**src/rtl/dist32.sv**
```systemverilog
// 32-lane pipelined multicast tree: one word per cycle is replicated through five
// registered levels (1,2,4,8,16 nodes) into per-lane output registers.
module dist32 #(
  parameter int unsigned DW = 32
) (
  input  logic               clk,
  input  logic               rst,
  input  logic               in_valid,
  output logic               in_ready,
  input  logic [DW-1:0]      in_data,
  input  logic [31:0]        in_mask,
  output logic [31:0]        out_valid,
  input  logic [31:0]        out_ready,
  output logic [32*DW-1:0]   out_data,
  output logic               busy,
  output logic [31:0]        cnt_accept,
  output logic [31:0]        cnt_drop
);

  localparam int unsigned LANES = 32;
  localparam int unsigned DEPTH = 5;
  localparam int unsigned MAXN  = 16;

  // The sub-masks of all nodes on one level concatenate to a LANES-bit vector in lane
  // order, so a level's mask passes down unchanged; only the data is replicated.
  logic [LANES-1:0] mask_q [DEPTH];
  logic [LANES-1:0] mask_d [DEPTH];
  logic [DW-1:0]    data_q [DEPTH][MAXN];
  logic [DW-1:0]    data_d [DEPTH][MAXN];

  logic [LANES-1:0] out_valid_q, out_valid_d;
  logic [DW-1:0]    lane_q [LANES];
  logic [DW-1:0]    lane_d [LANES];
  logic [31:0]      cnt_accept_q, cnt_accept_d;
  logic [31:0]      cnt_drop_q, cnt_drop_d;

  logic blocked;
  logic advance;
  logic fire;

  always_comb begin
    blocked = |(mask_q[DEPTH-1] & out_valid_q & ~out_ready);
    advance = ~blocked;
    fire    = in_valid & advance;

    mask_d       = mask_q;
    data_d       = data_q;
    out_valid_d  = out_valid_q;
    lane_d       = lane_q;
    cnt_accept_d = cnt_accept_q;
    cnt_drop_d   = cnt_drop_q;

    if (advance) begin
      mask_d[0] = fire ? in_mask : '0;
      data_d[0][0] = in_data;
      for (int unsigned l = 1; l < DEPTH; l++) begin
        mask_d[l] = mask_q[l-1];
        for (int unsigned n = 0; n < MAXN; n++) begin
          if (n < (32'd1 << l)) data_d[l][n] = data_q[l-1][n >> 1];
        end
      end
    end

    // A targeted lane reloads even if it is being consumed this same cycle.
    for (int unsigned i = 0; i < LANES; i++) begin
      if (advance && mask_q[DEPTH-1][i]) begin
        out_valid_d[i] = 1'b1;
        lane_d[i]      = data_q[DEPTH-1][i >> 1];
      end else if (out_valid_q[i] && out_ready[i]) begin
        out_valid_d[i] = 1'b0;
      end
    end

    if (fire) begin
      cnt_accept_d = cnt_accept_q + 32'd1;
      if (in_mask == '0) cnt_drop_d = cnt_drop_q + 32'd1;
    end
  end

  always_ff @(posedge clk) begin
    if (rst) begin
      for (int unsigned l = 0; l < DEPTH; l++) begin
        mask_q[l] <= '0;
        for (int unsigned n = 0; n < MAXN; n++) data_q[l][n] <= '0;
      end
      out_valid_q <= '0;
      for (int unsigned i = 0; i < LANES; i++) lane_q[i] <= '0;
      cnt_accept_q <= '0;
      cnt_drop_q   <= '0;
    end else begin
      mask_q       <= mask_d;
      data_q       <= data_d;
      out_valid_q  <= out_valid_d;
      lane_q       <= lane_d;
      cnt_accept_q <= cnt_accept_d;
      cnt_drop_q   <= cnt_drop_d;
    end
  end

  always_comb begin
    busy = |out_valid_q;
    for (int unsigned l = 0; l < DEPTH; l++) busy = busy | (|mask_q[l]);
    out_data = '0;
    for (int unsigned i = 0; i < LANES; i++) out_data[i*DW +: DW] = lane_q[i];
  end

  assign in_ready   = advance;
  assign out_valid  = out_valid_q;
  assign cnt_accept = cnt_accept_q;
  assign cnt_drop   = cnt_drop_q;

endmodule

```
**config.mk**
```make
export PLATFORM = sky130hd
export DESIGN_NAME = dist32
export DESIGN_NICKNAME = d
export VERILOG_FILES = /design/src/rtl/dist32.sv
export SDC_FILE = /design/constraint.sdc
export NUM_CORES = 2
export LEC_CHECK = 0
export BUFFER_PORTS_ARGS = -buffer_cell sky130_fd_sc_hd__buf_4
export CORE_AREA = 2 2 478 480
export CTS_CLUSTER_SIZE = 20
export DETAILED_ROUTE_END_ITERATION = 10
export DIE_AREA = 0 0 480 482
export GPL_TIMING_DRIVEN = 1
export MAX_ROUTING_LAYER = met4
export PLACE_DENSITY_LB_ADDON = 0.08
export SLEW_MARGIN = 0
export SYNTH_ARGS = -nofsm -noshare
export SYNTH_HDL_FRONTEND = slang
export SYNTH_SLANG_ARGS = --single-unit
```
**constraint.sdc**
```tcl
create_clock -name clk -period 2.6 [get_ports clk]
set_input_delay 0.52 -clock clk [delete_from_list [all_inputs] [get_ports clk]]
set_output_delay 0.52 -clock clk [all_outputs]
set_load 0.01 [all_outputs]
```
======== After elaboration in Yosys (flattened, before gate mapping) ========
Cells that the tools add are included.
storage, ports and cells
  word-level logic and storage cells ...... 258
  bits of input ports ..................... 99
  output and inout port bits .............. 1,122
  register bits after elaboration ......... 1,440
operators by class
  $add $sub $neg .......................... 2
  reduce and logical (&&, ||, !) cells .... 105
  bitwise operators ....................... 10
  muxes and demuxes ....................... 65
operator list
  cell                   number
  $reduce_or 32->1       7
  $add 32x1->32 const B  2
  $and 32x32->32         2
  $logic_and 1x1->1      64
  $mux 1                 64
  $reduce_bool 2->1      32
  $logic_not 32->1       1
  $mux 32                1
  $not 32->32            1
  $or 1x1->1             5
  $reduce_and 2->1       1
  $and 1x1->1            1
  $not 1->1              1

======== Longest topological paths before layout ========
  depth in word-level cells ............... 6
  mapped depth ............................ 11
  depth with buffers taken out ............ 7

======== Worst setup path after synthesis ========
No wires, ideal clock.
  kind .................................... input to output
  start point ............................. input port out_ready[31]
  end point ............................... output port in_ready
  arrival ................................. 1,905 ps
  required time ........................... 2,080 ps
  stages .................................. 8
  path buffers ............................ 3
  path slack .............................. 175 ps
  cell sequence ........................... nand3b_1 -> nand4_1 -> nor4_2 -> nand2_1 -> inv_2 -> buf_2 -> buf_2 -> buf_2
on the way
  cells in the longest elaborated chain, start to end .. 4
RTL lines
  item              RTL line  RTL
  from (decl)       13        input logic [31:0] out_ready,
  $not 32->32       42        blocked = |(mask_q[DEPTH-1] & out_valid_q & ~out_ready);
  $and 32x32->32    42
  $reduce_or 32->1  42
  $not 1->1         43        advance = ~blocked;
  to (decl)         9         output logic in_ready,
Every way passes these cells.

======== Final worst setup path ========
  start point ............................. register out_valid_q[19] (netlist: out_valid[19])
  end point ............................... output port busy
on the way
  cells in the longest elaborated chain, start to end .. 6
RTL lines
  item                      RTL line  RTL
  from (decl)               31        logic [LANES-1:0] out_valid_q, out_valid_d;
  from (signal assigned)    93        out_valid_q <= out_valid_d;
  $reduce_or 32->1          101       busy = |out_valid_q;
  $or 1x1->1 (5 in series)  102       for (int unsigned l = 0; l < DEPTH; l++) busy = busy | (|mask_q[l]);
  to (decl)                 15        output logic busy,
Every way passes these cells.

==> impl_metrics.toml <==
[synthesis]
synth_cell_types = 35
synth_edf_count = 0
synth_area_leader_cell = "dfxtp_1"
ys_seq_area_frac = 0.544
synth_area_sq_um = 53000
synth_fp_nets = 6812
yosys-top-cells-area = "dfxtp_1, a21oi_1, nand2_1"
synth-async-reset-ratio = 0
synth_most_common_cell = "nand2_1"
ys_warn_count = 0
syn_avg_cell_area_sq_um = 7.90
synth-seq-cells = 1440
synth_flop_cell = "dfxtp_1"
synth_top_area_frac = 0.544
synth_common_cells = "nand2_1, dfxtp_1, a21oi_1, nand3_1, clkbuf_1"
synthCells = 6711

[power]
switching_share = 0.237
p_comb_frac = 0.030
p_int_uw = 37100
power_switching_uw = 11600
ir_drop_mv = 0.594
static-leakage-power_uw = 0.0283
power_frac_seq = 0.459
clkPwrFrac = 0.512
power-per-cell-area_nw_per_um2 = 635

[clock_tree]
cts_made_buffers = 173
cts_buffer_depth = 3
cts_tree = "built"
clkTransAtPathRegs_ns = 0.06
clk_latency_ns = 0.86
root_buffer = "clkbuf_16"
h-tree-depth = 4
cts.sinks = 1440

[timing]
min_period_ns = 3.30
worst_slew_pin_slew_ns = 0.746
min_period_over_period = 1.27
skew_ns = 0.0588
drv_slew = 0
grt_setup_unrepaired = "yes"
setup_violations = 15
layout_setup_ws_ns = -0.695
final_hold_viol_count = 0
max-slew-margin-rel = 0.503
fin_tns_setup_ns = -1.40
hold_ws_ns = 0.0929
clock.fmax_ghz = 0.303

[status]
run_status = "complete, but fails checks"
violations = "negative setup slack"

[floorplanning]
fp.dieH_microns = 482
start_util = 0.234
num_rows = 175
dieArea_sq_um = 231000
die_x_microns = 480
ios = 1221
core_sq_um = 226000

[flow_run]
maxCapViolCount = 0

[detailed_routing]
drcViolationCount = 0
vias_per_cell = 4.89
wl_mm = 304
drt-pass1-iter-count = 6
ant_nets = 0
vias = 54200
routedWlPerCell_microns = 27.5
drtIter0Drc = 4291

[critical_path]
critPathMaxFanout = 4
crit_chain = "nor4_4 -> buf_4 -> nand4_1 -> nor4_4 -> buf_4 -> nand3_2 -> buf_6"
critPathSlowestCell = "nor4_4"
cpPeakStageDelay_ns = 0.41
endpoint_kind = "output pin"
start_kind = "flip-flop"
path_class = "flip-flop to output pin"
cp.arrival_ns = 2.78
worstPathRequired_ns = 2.08

[final_layout]
fin_util = 0.339
regArea_sq_um = 29000
num-fill-cells = 24000
areaGrowthSynthToFinish_pct = 44.6
nets = 8012
drive_gt1_frac = 0.270
multi_input_comb_area_sq_um = 22100

[place]
place_congestion = 0.831
dp_hpwl_mm = 203
placement.io_buffers = 1220
pre_cts_ws_ns = -1.24

[grt]
grt_pass1_wl_mm = 405
grtUsageTotal = 0.251
grt_start_max_net_pins = 142
grt_pass1_vias = 50000
antenna_found_initial = 49
gr-total-overflow = 0

[hold_path]
worstHoldPathType = "input port to flip-flop"
==> cell usage in the layout (no fill, tap or decap), types with 26 or more instances in the layout <==
master         count
a21oi_1         1361
a21oi_2           67
buf_12           127
buf_4           1465
clkbuf_1          44
clkbuf_16        211
clkbuf_8          46
dfxtp_1         1379
dfxtp_2           26
dfxtp_4           35
dlygate4sd3_1     67
nand2_1         1644
nand2b_1          32
nand3_1         1085
nand3b_1          32
nand4_1           49
nor4_1            51
o21ai_0           27
==> area by class of cell <==
class	instances	area share
diodes	24	0.000783
flip-flops and latches	1440	0.378
repair buffers	1741	0.207
clock inverters	44	0.00661
multi-input cells	4543	0.289
clock buffers	270	0.0692
inverters	12	0.000685
well taps	3009	0.0491
==> what timing repair did <==
| action | in CTS | in global routing |
|---|---|---|
| buffers inserted | 9 | 33 |
| endpoints found under the hold margin | 67 | 0 |
| pin swaps | 19 | 76 |
| gates resized for setup | 30 | 230 |
| cloned | 2 | 35 |
| setup endpoints to repair | 16 | 192 |
| hold buffers | 67 | 0 |
==> state kept, by name (all words and copies together) (netlist names) <==
name / flops
cnt_accept: 32
cnt_drop: 32
data_q: 160
mask_q: 160
out_data: 1024
out_valid: 32
==> kinds of logic after synthesis <==
group           share of synthesized area
fa+ha+maj                        0.000472
simple gates                        0.257
compound gates                      0.141
flops                               0.544
xor+xnor                         0.000826
mux                               0.00104
buf+inv                            0.0562
==> power groups by stage <==
| stage | logic [uW] | registers [uW] | clock network (uW) |
|---|---|---|---|
| 2_1_floorplan | 597 | 22700 | 0 |
| 3_3_place_gp | 1290 | 22800 | 0 |
| 3_5_place_dp | 1290 | 22800 | 0 |
| 4_1_cts | 1390 | 22300 | 25500 |
| 5_1_grt | 1530 | 22300 | 26400 |
| 6_report | 1440 | 22300 | 24900 |
==> per-stage QoR <==
step                      area (sq um)  power, uW  instances
after floorplan                  53000      23300       6711
after global placement           67700      24100      10600
after detailed placement         67700      24100      10600
after CTS                        74500      49300      11000
after global routing             76700      50300      11100
final                            76700      48700      11100
==> layer usage <==
metal  track usage  up-vias  routed length (microns)
li1              -    25200                        -
met1         0.315    26700                   130000
met2         0.402     1861                   145000
met3        0.0517      388                    19300
met4        0.0843        0                    10700
met5             -        -                        0
==> worst paths after layout <==
check	from	endpoint	slack [ns]	cells after the start
max	out_valid[19]	busy	-0.70	7
max reg2reg	mask_q[4]	cnt_drop[22]	-0.05	10
min reg2reg	data_q[2556]	data_q[2012]	0.42	2
min	in_mask[24]	mask_q[152]	0.09	4
==> critical path, delay by kind of cell (launching register included) <==
| kind | cells | cell delay, ns |
|---|---|---|
| simple gates | 4 | 1.07 |
| buf+inv | 3 | 0.53 |
| flops | 1 | 0.35 |
Note: power is estimated with default switching activity, not from simulation.
